File: config.mk
export PLATFORM = sky130hd
export DESIGN_NAME = nn_loader
export DESIGN_NICKNAME = d
export VERILOG_FILES = /design/src/rtl/nn_loader_pkg.sv /design/src/rtl/nn_loader_inst_assembler.sv /design/src/rtl/nn_loader.sv
export SDC_FILE = /design/constraint.sdc
export NUM_CORES = 1
export LEC_CHECK = 0
export BUFFER_PORTS_ARGS = -buffer_cell sky130_fd_sc_hd__buf_4
export CORE_MARGIN = 5
export CORE_UTILIZATION = 62
export CTS_BUF_LIST = sky130_fd_sc_hd__clkbuf_4 sky130_fd_sc_hd__clkbuf_8
export DETAILED_ROUTE_END_ITERATION = 16
export GPL_TIMING_DRIVEN = 1
export HOLD_SLACK_MARGIN = 0.12
export PLACE_DENSITY = 0.88
export REMOVE_ABC_BUFFERS = 1
export SYNTH_ARGS = -nofsm -noshare
export SYNTH_HDL_FRONTEND = slang
export SYNTH_SLANG_ARGS = --single-unit
File: constraint.sdc
create_clock -name clk -period 3.1 [get_ports clk]
set_clock_uncertainty 0.05 [all_clocks]
set_input_delay 0.775 -clock clk [delete_from_list [all_inputs] [get_ports clk]]
set_output_delay 0.775 -clock clk [all_outputs]
set_load 0.005 [all_outputs]
File: src/rtl/nn_loader_pkg.sv
// nn_loader_pkg
// Shared definitions for the loader front-end: FSM state and packet target
// enums, the broadcast NU index and the bit positions of the H0 header fields.
package nn_loader_pkg;

    typedef enum logic [1:0] {
        HDR0    = 2'd0,
        HDR1    = 2'd1,
        PAYLOAD = 2'd2
    } LoaderState;

    typedef enum logic [1:0] {
        TGT_INST = 2'd0,
        TGT_W    = 2'd1,
        TGT_XY   = 2'd2,
        TGT_RUN  = 2'd3
    } LoaderTarget;

    localparam logic [5:0] LOADER_BROADCAST = 6'd63;

    // H0 field positions
    localparam int H0_TARGET_MSB = 15;
    localparam int H0_TARGET_LSB = 14;
    localparam int H0_NU_MSB     = 13;
    localparam int H0_NU_LSB     = 8;
    localparam int H0_COUNT_MSB  = 7;
    localparam int H0_COUNT_LSB  = 0;

    function automatic int max3(input int a, input int b, input int c);
        int m;
        m = (a > b) ? a : b;
        return (m > c) ? m : c;
    endfunction

endpackage

File: src/rtl/nn_loader_inst_assembler.sv
// inst_assembler
// Collects K = INST_WIDTH/DATA_WIDTH sub-words (LSB word first) into one
// instruction. The instruction output is combinational and already includes
// the word presented this cycle, so the caller can register it together with
// the word_done strobe.
// Ports:
//   clk, reset_n     clock, asynchronous active-low reset
//   clear            restart sub-word counting (start of a payload)
//   word_valid       a sub-word is consumed this cycle
//   word_data        the sub-word being consumed
//   instruction      assembled instruction including word_data
//   word_done        word_valid on the K-th sub-word
module inst_assembler #(
    parameter int DATA_WIDTH = 16,
    parameter int INST_WIDTH = 64
) (
    input  logic                  clk,
    input  logic                  reset_n,
    input  logic                  clear,
    input  logic                  word_valid,
    input  logic [DATA_WIDTH-1:0] word_data,
    output logic [INST_WIDTH-1:0] instruction,
    output logic                  word_done
);

    localparam int K  = INST_WIDTH / DATA_WIDTH;
    localparam int CW = (K > 1) ? $clog2(K) : 1;

    logic [CW-1:0]         sub_cnt_reg;
    logic [INST_WIDTH-1:0] shift_reg;
    logic [INST_WIDTH-1:0] shift_next;

    // New words enter at the top and move down, so the first word ends up in
    // the least significant slot once K words have arrived.
    generate
        if (K == 1) begin : g_single
            assign shift_next = word_data;
        end else begin : g_multi
            assign shift_next = {word_data, shift_reg[INST_WIDTH-1:DATA_WIDTH]};
        end
    endgenerate

    assign instruction = shift_next;
    assign word_done   = word_valid && (sub_cnt_reg == CW'(K - 1));

    always_ff @(posedge clk or negedge reset_n) begin
        if (!reset_n) begin
            sub_cnt_reg <= '0;
            shift_reg   <= '0;
        end else if (clear) begin
            sub_cnt_reg <= '0;
        end else if (word_valid) begin
            shift_reg   <= shift_next;
            sub_cnt_reg <= word_done ? '0 : sub_cnt_reg + CW'(1);
        end
    end

endmodule

File: src/rtl/nn_loader.sv
// nn_loader
// Pops a framed word stream from a first-word-fall-through FIFO and writes it
// into instruction, weight and XY memories; a RUN header produces a one-cycle
// start pulse. No word is popped while the controller reports ctrl_busy.
// Ports:
//   clk, reset_n                  clock, asynchronous active-low reset
//   buffer_empty/data/read_enable FIFO head and pop strobe
//   ctrl_busy                     controller executing; stalls all pops
//   inst_write_*                  instruction memory write port
//   w_write_*                     weight memory write port (per-bank enables)
//   xy_write_*                    XY memory write port
//   start                         one-cycle pulse after a RUN header pop
//   busy                          a packet is partially consumed
//   error                         sticky; bad NU index seen on a W packet
module nn_loader
    import nn_loader_pkg::*;
#(
    parameter int DATA_WIDTH     = 16,
    parameter int NU_COUNT       = 8,
    parameter int INST_MEM_SIZE  = 64,
    parameter int INST_MEM_DEPTH = 8,
    parameter int W_MEM_DEPTH    = 10,
    parameter int XY_MEM_DEPTH   = 10
) (
    input  logic                      clk,
    input  logic                      reset_n,
    input  logic                      buffer_empty,
    input  logic [DATA_WIDTH-1:0]     buffer_data,
    output logic                      buffer_read_enable,
    input  logic                      ctrl_busy,
    output logic                      inst_write_enable,
    output logic [INST_MEM_DEPTH-1:0] inst_write_addr,
    output logic [INST_MEM_SIZE-1:0]  inst_write_data,
    output logic [NU_COUNT-1:0]       w_write_enable,
    output logic [W_MEM_DEPTH-1:0]    w_write_addr,
    output logic [DATA_WIDTH-1:0]     w_write_data,
    output logic                      xy_write_enable,
    output logic [XY_MEM_DEPTH-1:0]   xy_write_addr,
    output logic [DATA_WIDTH-1:0]     xy_write_data,
    output logic                      start,
    output logic                      busy,
    output logic                      error
);

    // One address counter serves all targets; each port takes its low bits,
    // which gives modulo-2^depth wrap for free.
    localparam int AW = max3(INST_MEM_DEPTH, W_MEM_DEPTH, XY_MEM_DEPTH);

    LoaderState  state_reg, state_next;
    LoaderTarget target_reg, target_next;
    logic [5:0]  nu_reg, nu_next;
    logic [7:0]  count_reg, count_next;
    logic [AW-1:0] addr_reg, addr_next;
    logic        error_reg, error_next;
    logic        start_reg, start_next;

    logic                      inst_we_reg, inst_we_next;
    logic [INST_MEM_DEPTH-1:0] inst_addr_reg, inst_addr_next;
    logic [INST_MEM_SIZE-1:0]  inst_data_reg, inst_data_next;
    logic [NU_COUNT-1:0]       w_we_reg, w_we_next;
    logic [W_MEM_DEPTH-1:0]    w_addr_reg, w_addr_next;
    logic [DATA_WIDTH-1:0]     w_data_reg, w_data_next;
    logic                      xy_we_reg, xy_we_next;
    logic [XY_MEM_DEPTH-1:0]   xy_addr_reg, xy_addr_next;
    logic [DATA_WIDTH-1:0]     xy_data_reg, xy_data_next;

    logic                     pop;
    logic                     asm_clear;
    logic                     asm_valid;
    logic [INST_MEM_SIZE-1:0] asm_instruction;
    logic                     asm_word_done;
    logic [NU_COUNT-1:0]      nu_mask;
    logic [5:0]               h0_nu;
    logic                     h0_nu_bad;

    assign pop                = !buffer_empty && !ctrl_busy;
    assign buffer_read_enable = pop;

    // Bank enables: broadcast lights every bank; an out-of-range index lights
    // none, which is what suppresses writes for a bad W packet.
    genvar gi;
    generate
        for (gi = 0; gi < NU_COUNT; gi++) begin : g_nu_mask
            assign nu_mask[gi] = (nu_reg == LOADER_BROADCAST) || (nu_reg == 6'(gi));
        end
    endgenerate

    assign h0_nu     = buffer_data[H0_NU_MSB:H0_NU_LSB];
    assign h0_nu_bad = (h0_nu != LOADER_BROADCAST) && (32'(h0_nu) >= NU_COUNT);

    inst_assembler #(
        .DATA_WIDTH (DATA_WIDTH),
        .INST_WIDTH (INST_MEM_SIZE)
    ) u_asm (
        .clk         (clk),
        .reset_n     (reset_n),
        .clear       (asm_clear),
        .word_valid  (asm_valid),
        .word_data   (buffer_data),
        .instruction (asm_instruction),
        .word_done   (asm_word_done)
    );

    always_comb begin
        state_next     = state_reg;
        target_next    = target_reg;
        nu_next        = nu_reg;
        count_next     = count_reg;
        addr_next      = addr_reg;
        error_next     = error_reg;
        start_next     = 1'b0;
        inst_we_next   = 1'b0;
        inst_addr_next = inst_addr_reg;
        inst_data_next = inst_data_reg;
        w_we_next      = '0;
        w_addr_next    = w_addr_reg;
        w_data_next    = w_data_reg;
        xy_we_next     = 1'b0;
        xy_addr_next   = xy_addr_reg;
        xy_data_next   = xy_data_reg;
        asm_clear      = 1'b0;
        asm_valid      = 1'b0;

        case (state_reg)
            HDR0: begin
                if (pop) begin
                    target_next = LoaderTarget'(buffer_data[H0_TARGET_MSB:H0_TARGET_LSB]);
                    nu_next     = h0_nu;
                    count_next  = buffer_data[H0_COUNT_MSB:H0_COUNT_LSB];
                    if (target_next == TGT_RUN) begin
                        start_next = 1'b1;
                    end else begin
                        state_next = HDR1;
                        if (target_next == TGT_W && h0_nu_bad) begin
                            error_next = 1'b1;
                        end
                    end
                end
            end
            HDR1: begin
                if (pop) begin
                    addr_next  = AW'(buffer_data);
                    asm_clear  = 1'b1;
                    state_next = PAYLOAD;
                end
            end
            PAYLOAD: begin
                if (pop) begin
                    if (target_reg == TGT_INST) begin
                        asm_valid = 1'b1;
                        if (asm_word_done) begin
                            inst_we_next   = 1'b1;
                            inst_addr_next = addr_reg[INST_MEM_DEPTH-1:0];
                            inst_data_next = asm_instruction;
                        end
                    end else if (target_reg == TGT_W) begin
                        w_we_next   = nu_mask;
                        w_addr_next = addr_reg[W_MEM_DEPTH-1:0];
                        w_data_next = buffer_data;
                    end else begin
                        xy_we_next   = 1'b1;
                        xy_addr_next = addr_reg[XY_MEM_DEPTH-1:0];
                        xy_data_next = buffer_data;
                    end

                    // An item ends on every W/XY word, but only on the
                    // K-th sub-word of an instruction.
                    if (target_reg != TGT_INST || asm_word_done) begin
                        addr_next = addr_reg + AW'(1);
                        if (count_reg == 8'd0) begin
                            state_next = HDR0;
                        end else begin
                            count_next = count_reg - 8'd1;
                        end
                    end
                end
            end
            default: state_next = HDR0;
        endcase
    end

    always_ff @(posedge clk or negedge reset_n) begin
        if (!reset_n) begin
            state_reg     <= HDR0;
            target_reg    <= TGT_INST;
            nu_reg        <= '0;
            count_reg     <= '0;
            addr_reg      <= '0;
            error_reg     <= 1'b0;
            start_reg     <= 1'b0;
            inst_we_reg   <= 1'b0;
            inst_addr_reg <= '0;
            inst_data_reg <= '0;
            w_we_reg      <= '0;
            w_addr_reg    <= '0;
            w_data_reg    <= '0;
            xy_we_reg     <= 1'b0;
            xy_addr_reg   <= '0;
            xy_data_reg   <= '0;
        end else begin
            state_reg     <= state_next;
            target_reg    <= target_next;
            nu_reg        <= nu_next;
            count_reg     <= count_next;
            addr_reg      <= addr_next;
            error_reg     <= error_next;
            start_reg     <= start_next;
            inst_we_reg   <= inst_we_next;
            inst_addr_reg <= inst_addr_next;
            inst_data_reg <= inst_data_next;
            w_we_reg      <= w_we_next;
            w_addr_reg    <= w_addr_next;
            w_data_reg    <= w_data_next;
            xy_we_reg     <= xy_we_next;
            xy_addr_reg   <= xy_addr_next;
            xy_data_reg   <= xy_data_next;
        end
    end

    assign inst_write_enable = inst_we_reg;
    assign inst_write_addr   = inst_addr_reg;
    assign inst_write_data   = inst_data_reg;
    assign w_write_enable    = w_we_reg;
    assign w_write_addr      = w_addr_reg;
    assign w_write_data      = w_data_reg;
    assign xy_write_enable   = xy_we_reg;
    assign xy_write_addr     = xy_addr_reg;
    assign xy_write_data     = xy_data_reg;
    assign start             = start_reg;
    assign busy              = (state_reg != HDR0);
    assign error             = error_reg;

endmodule

==> results of run 1 <==
==> worst max-delay path: stages <==
cell and delay (ns):
buf_4 0.12, or2_1 0.37, inv_1 0.18, buf_4 0.15
==> kinds of logic (layout without fill, tap and decap cells) <==
family                     count (synthesis)  count (layout)  share of synthesized area [%]
DFF                                      214             214                           61.8
buffers and inverters                     39             234                           3.00
and+or+nand+nor                          187             187                           10.3
adders and majority gates                  4               4                          0.578
muxes                                    145             145                           19.1
AOI/OAI and AO/OA                         71              71                           5.19
==> layer usage <==
| layer | vias up | wire, microns | GRT usage [%] |
|---|---|---|---|
| li1 | 2649 | - | - |
| met1 | 2955 | 7480 | 30.7 |
| met2 | 194 | 10000 | 41.6 |
| met3 | 33 | 1340 | 6.13 |
| met4 | 0 | 285 | 5.99 |
| met5 | - | 0 | 0 |
==> cells in the final DEF, fill, tap and decap left out, types with 3 or more instances in the layout <==
cell	instances
o22ai_1	6
a211oi_1	4
buf_12	3
o21ai_0	15
inv_1	6
mux2_4	7
and4_1	3
buf_4	166
and3_1	4
ha_1	4
nor3_1	4
a21oi_1	26
a2bb2oi_1	5
mux2_2	85
nor2b_1	4
mux2_1	52
dfrtp_1	214
clkinv_2	14
clkbuf_8	41
nor2_1	10
nand3_1	8
nand2_1	129
==> area by class of cell <==
class	instances	area [sq um]
timing repair buffer	170	1320
multi-input combinational	407	3050
clock inverter	16	111
fill	846	3120
sequential	214	5360
tap	180	225
clock buffer	42	566
inverter	6	22.5
==> final timing paths <==
kind | cells past startpoint | slack [ns] | end
max | 4 | 0.68 | buffer_read_enable
min | 1 | 0.18 | inst_write_data[13]
max reg2reg | 5 | 0.79 | addr_reg[2]
min reg2reg | 2 | 0.42 | u_asm.shift_reg[18]
max in group asynchronous | 2 | 2.02 | xy_write_addr[3]
min in group clk | 2 | 0.42 | u_asm.shift_reg[18]
==> per-stage QoR <==
stage,setup TNS (ns),std cells,area [sq um]
finish,0,1035,10600
global route,0,1035,10600
CTS,0,1035,10600
detailed placement,0,977,9970
global placement,0,977,9970
floorplan,-25.30,627,8420
==> power breakdown <==
part | total [mW] | internal (mW) | leakage [nW] | switching, mW
clock network | 2.34 | 1.28 | 0.372 | 1.06
logic | 2.43 | 1.39 | 2.46 | 1.04
registers | 4.49 | 3.72 | 2.81 | 0.779
total | 9.27 | 6.39 | 5.65 | 2.88
==> summary.md, run 1 <==
| Metric | Value |
|---|---|
| Largest net degree at the start of global routing | `a little over 80` |
| Synth top area cells | `dfrtp_1 62%, mux2_2 11%, mux2_1 6.8%, nand2_1 5.6%, buf_6 1.6%` |
| Share of the synthesized area in the top cell type | `~62%` |
| Mapped Cells | `660` |
| Syn Std Cell Area | `8660 sq um` |
| WHS | `roughly 0.18 ns` |
| Drt pass-1 iters | `7` |
| Final slew viol count | `0` |
| Synth area leader | `dfrtp_1` |
| Post-CTS setup buffer count | `0` |
| Post-route minimum period | `2.42 ns` |
| First-pass GRT wire length | `around 32,000 microns` |
| Crit path launch type | `input pin` |
| Pre-CTS setup slack | `between 0.4 and 0.5 ns` |
| Peak supply drop | `about 0.63 mV` |
| Vias | `between 5,000 and 6,000` |
| Syn_area_per_cell | `~13 sq um` |
| Clk_lat worst skew | `0.58 ns` |
| Routability cong. | `0.772` |
| Leak | `roughly 5.6 nW` |
| CP Capture Type | `output port` |
| Flip-flop count of the largest register after layout | `64` |
| Drt drc | `0` |
| Count of hold-fix buffers inserted at cts | `0` |
| WL/cell | `18.5 microns` |
| CORE AREA | `13,800 sq um` |
| Arr. time, crit path | `around 1.6 ns` |
| Number of port buffers | `157` |
| Cell Pwr Density | `around 870 nW/um^2` |
| Setup WS post-layout | `0.682 ns` |
| Initial DRC count | `between 400 and 500` |
| Die Y | `128 microns` |
| Post-Route WL | `~19,000 microns` |
| Relative slew slack | `between 30% and 40%` |
| Commonest cells post-synth | `214 x dfrtp_1, 129 x nand2_1, 85 x mux2_2` |
| Full die area | `16,400 sq um` |
| Layout cells sized above 1 | `about 39%` |
| Via-to-Cell Ratio | `about 5.6` |
| Top-count cell post-synth | `dfrtp_1` |
| H-tree depth | `1` |
| Rows | `between 40 and 50` |
| Number of global-route vias before repair | `6,252` |
| Final worst path period share | `between 70% and 80%` |
| Worst-Margin Slew | `0.901 ns` |
| Status | `complete, no violations` |
| Final core occ | `77.3%` |
| CTS sink count | `approximately 210` |
| Worst reg2reg path startpoint | `state_reg[1]` |
| Number of max-cap violations | `0` |
| Primary FF master, synth | `dfrtp_1` |
| Initial antenna violation count | `0` |
| Post-synth EDFFs | `0` |
| Post-CTS resize count | `0` |
| Post-route ant nets | `0` |
| CP Max Fanout | `9` |
| Final hold viol count | `0` |
| Worst EP required | `between 2 and 2.5 ns` |
| Clock Tree Root | `clkbuf_8` |
| Total Routing Usage GR | `around 24%` |
| Yosys Warn Count | `0` |
| Clock Path Buffers | `3` |
| Grt ovf | `0` |
| Share of synthesized flip-flops with an asynchronous set or reset | `100%` |
| P&R area growth vs syn | `22.9%` |
| Number of diodes | `0` |
| Final setup violation count | `0` |
| Chip width | `128 microns` |
| Nets | `roughly 850` |
| RSZ-0062 raised after global routing | `no` |
| #FFs+latches synth | `around 210` |
| CTS tree | `yes` |
| Power, Total | `9.27 mW` |
| Io pins | `158` |
| Seq/Total Area, Yosys | `approximately three fifths` |
| Max Fclk | `slightly above 400 MHz` |
| Hold Path Class | `input pin to async pin` |
| Worst setup path class | `input pin to output port` |
| DP HPWL | `between 10,000 and 15,000 microns` |
| Synth cell types | `between 50 and 60` |
| Initial Util | `62.9%` |
| Total CTS buffers | `31` |
| Critical Path Source | `ctrl_busy` |
| CTS clock-pin slew for the worst setup and hold paths | `about 0.060 ns` |
Power figures use the tool's default switching activity.
==> run 2: changes to the inputs <==
CORE_UTILIZATION = 58   (was 62)
PLACE_DENSITY = 0.83   (was 0.88)
clock period = 2.3 ns   (was 3.1 ns; I/O delays follow)
==> summary.md, run 2 (synthesis results as in run 1) <==
| Metric | Value |
|---|---|
| Count of hold-fix buffers inserted at cts | `1` |
| Post-route minimum period | `2.19 ns` |
| First-pass GRT wire length | `33,000 microns` |
| Final core occ | `around 74%` |
| Chip width | `about 130 microns` |
| Worst path depth | `3` |
| Drt pass-1 iters | `4` |
| Nets | `870` |
| Drt drc | `0` |
| CP endpoint | `busy` |
| Number of port buffers | `~160` |
| Initial antenna violation count | `0` |
| Number of diodes | `0` |
| CP Max Fanout | `6` |
| Vias | `roughly 5,800` |
| Final hold viol count | `0` |
| CP bufs+invs | `2` |
| Io pins | `~160` |
| WHS | `approximately 0.26 ns` |
| Worst-Margin Slew | `0.910 ns` |
| Final worst path period share | `between 90% and 100%` |
| Share of power burned in registers | `a little under half` |
| DP HPWL | `13,200 microns` |
| R2r endpoint | `addr_reg[2]` |
| Share of total power in combinational logic | `around a quarter` |
| Clock Tree Root | `clkbuf_8` |
| Relative slew slack | `about two fifths` |
| Layout cells sized above 1 | `approximately 40%` |
| CTS clock-pin slew for the worst setup and hold paths | `0.07 ns` |
| Critical Path Most Common Cell | `buf_4` |
| CORE AREA | `around 15,000 sq um` |
| Clk_lat worst skew | `between 0.5 and 0.6 ns` |
| Cell Pwr Density | `1170 nW/um^2` |
| Die Y | `around 130 microns` |
| P&R area growth vs syn | `24.6%` |
| Clock Path Buffers | `3` |
| Most frequent cells in the layout | `214 x dfrtp_1, 175 x buf_4, 129 x nand2_1, 85 x mux2_2, 52 x mux2_1` |
| CTS sink count | `roughly 210` |
| Power share of the clock group | `approximately a quarter` |
| Crit-path max cell delay | `around 0.42 ns` |
| Total Routing Usage GR | `22.9%` |
| Status | `complete, no violations` |
| Post-route ant nets | `0` |
| Worst setup path class | `flop to output port` |
| Worst reg2reg path startpoint | `state_reg[1]` |
| Largest net degree at the start of global routing | `63` |
| Arr. time, crit path | `between 1.5 and 2 ns` |
| Number of fillers in the final layout | `941` |
| H-tree depth | `2` |
| Reg-to-reg slack, setup | `about 0.23 ns` |
| Crit path launch type | `flop` |
| RSZ-0062 raised after global routing | `no` |
| Via-to-Cell Ratio | `5.56` |
| Number of max-cap violations | `0` |
| Initial Util | `about three fifths` |
| Peak supply drop | `between 0.7 and 0.8 mV` |
| Power Internal | `~8.8 mW` |
| NetSw | `a little under 4 mW` |
| Total CTS buffers | `35` |
| Full die area | `between 15,000 and 20,000 sq um` |
| CP Capture Type | `output port` |
| Rows | `44` |
| Routability cong. | `~0.79` |
| Flip-flop count of the largest register after layout | `64` |
| WL/cell | `18.8 microns` |
| CTS tree | `yes` |
| Leak | `between 5 and 6 nW` |
| Worst r2r path cells | `5` |
| Final setup violation count | `0` |
| Number of global-route vias before repair | `approximately 6,300` |
| Post-Route WL | `19,700 microns` |
| Grt ovf | `0` |
| Delay-heaviest family, CP | `flip-flops` |
| Placed inst area | `a little over 10,000 sq um` |
| Hold Path Class | `input pin to flop` |
| Max Fclk | `around 460 MHz` |
| Final instance area | `around 11,000 sq um` |
| Most common cell after layout, fill and taps aside | `dfrtp_1` |
| Sw Share | `30.7%` |
| Worst EP required | `roughly 1.7 ns` |
| Initial DRC count | `about 450` |
| Post-CTS resize count | `0` |
| Final slew viol count | `0` |
| Post-CTS setup buffer count | `0` |
| Slowest cell on the critical path | `dfrtp_1` |
| Critical-path cell list | `buf_4 > or2_2 > buf_4` |
| Critical Path Source | `state_reg[1]` |
==> run 2: cell count changes in the layout (fill, tap and decap cells not counted), moves of 2 or more <==
cell	before	now
buf_12	3	5
buf_4	166	175
clkbuf_4	2	8
clkbuf_8	41	45
clkinv_2	14	3
==> run 2: routing by layer <==
metal | part of all wire, % | wire (microns) | GRT usage [%]
met1 | 40 | 7890 | 29.7
met2 | 50 | 9850 | 37.1
met3 | 7.7 | 1530 | 6.41
met4 | 2.3 | 462 | 8.65
met5 | 0 | 0 | 0
==> run 2: metrics by stage <==
stage / std cells / setup WS (ns) / total power [mW] / TNS (ns)
final: 1050 / 0.115 / 12.7 / 0
after detailed placement: 992 / -0.0678 / 9.41 / -0.0804
after global placement: 992 / 0.00714 / 9.12 / 0
after floorplan: 627 / -1.00 / 7.50 / -110.41
after global routing: 1050 / 0.0620 / 13.4 / 0
after CTS: 1050 / 0.105 / 12.8 / 0
==> run 2: worst min-delay path by stage <==
stage / startpoint / end / slack (ns) / depth (start not counted)
floorplan: reset_n / addr_reg[0] / 0.23 / 0
global placement: u_asm.shift_reg[26] / u_asm.shift_reg[26] / 0.40 / 2
detailed placement: u_asm.shift_reg[30] / u_asm.shift_reg[30] / 0.41 / 2
CTS: buffer_data[1] / inst_write_data[49] / 0.25 / 2
global route: buffer_data[2] / w_write_data[2] / 0.28 / 2
finish: buffer_data[1] / inst_write_data[49] / 0.26 / 2
==> run 2: worst register-to-register path: stages, from the launching register on <==
cell and delay (ns):
dfrtp_1 0.42, buf_4 0.18, or4b_1 0.64, o31ai_2 0.29, o21ai_0 0.21, a22oi_1 0.19
==> run 2: area by class of cell <==
cell class,instances,area (sq um),share of cell area [%]
Timing Repair Buffer,182,1440,13.3
Tap cell,184,230,2.13
Inverter,6,22.5,0.209
Sequential cell,214,5360,49.6
Clock buffer,52,666,6.17
Multi-Input combinational cell,407,3050,28.3
Clock inverter,5,31.3,0.290
==> run 2: power by group through the flow <==
stage	Sequential [mW]	Combinational [mW]	Clock, mW
after detailed placement	6.06	3.35	0
final	6.05	3.35	3.27
after floorplan	5.85	1.65	0
after global placement	5.95	3.17	0
after CTS	6.03	3.39	3.34
after global routing	6.21	3.71	3.51
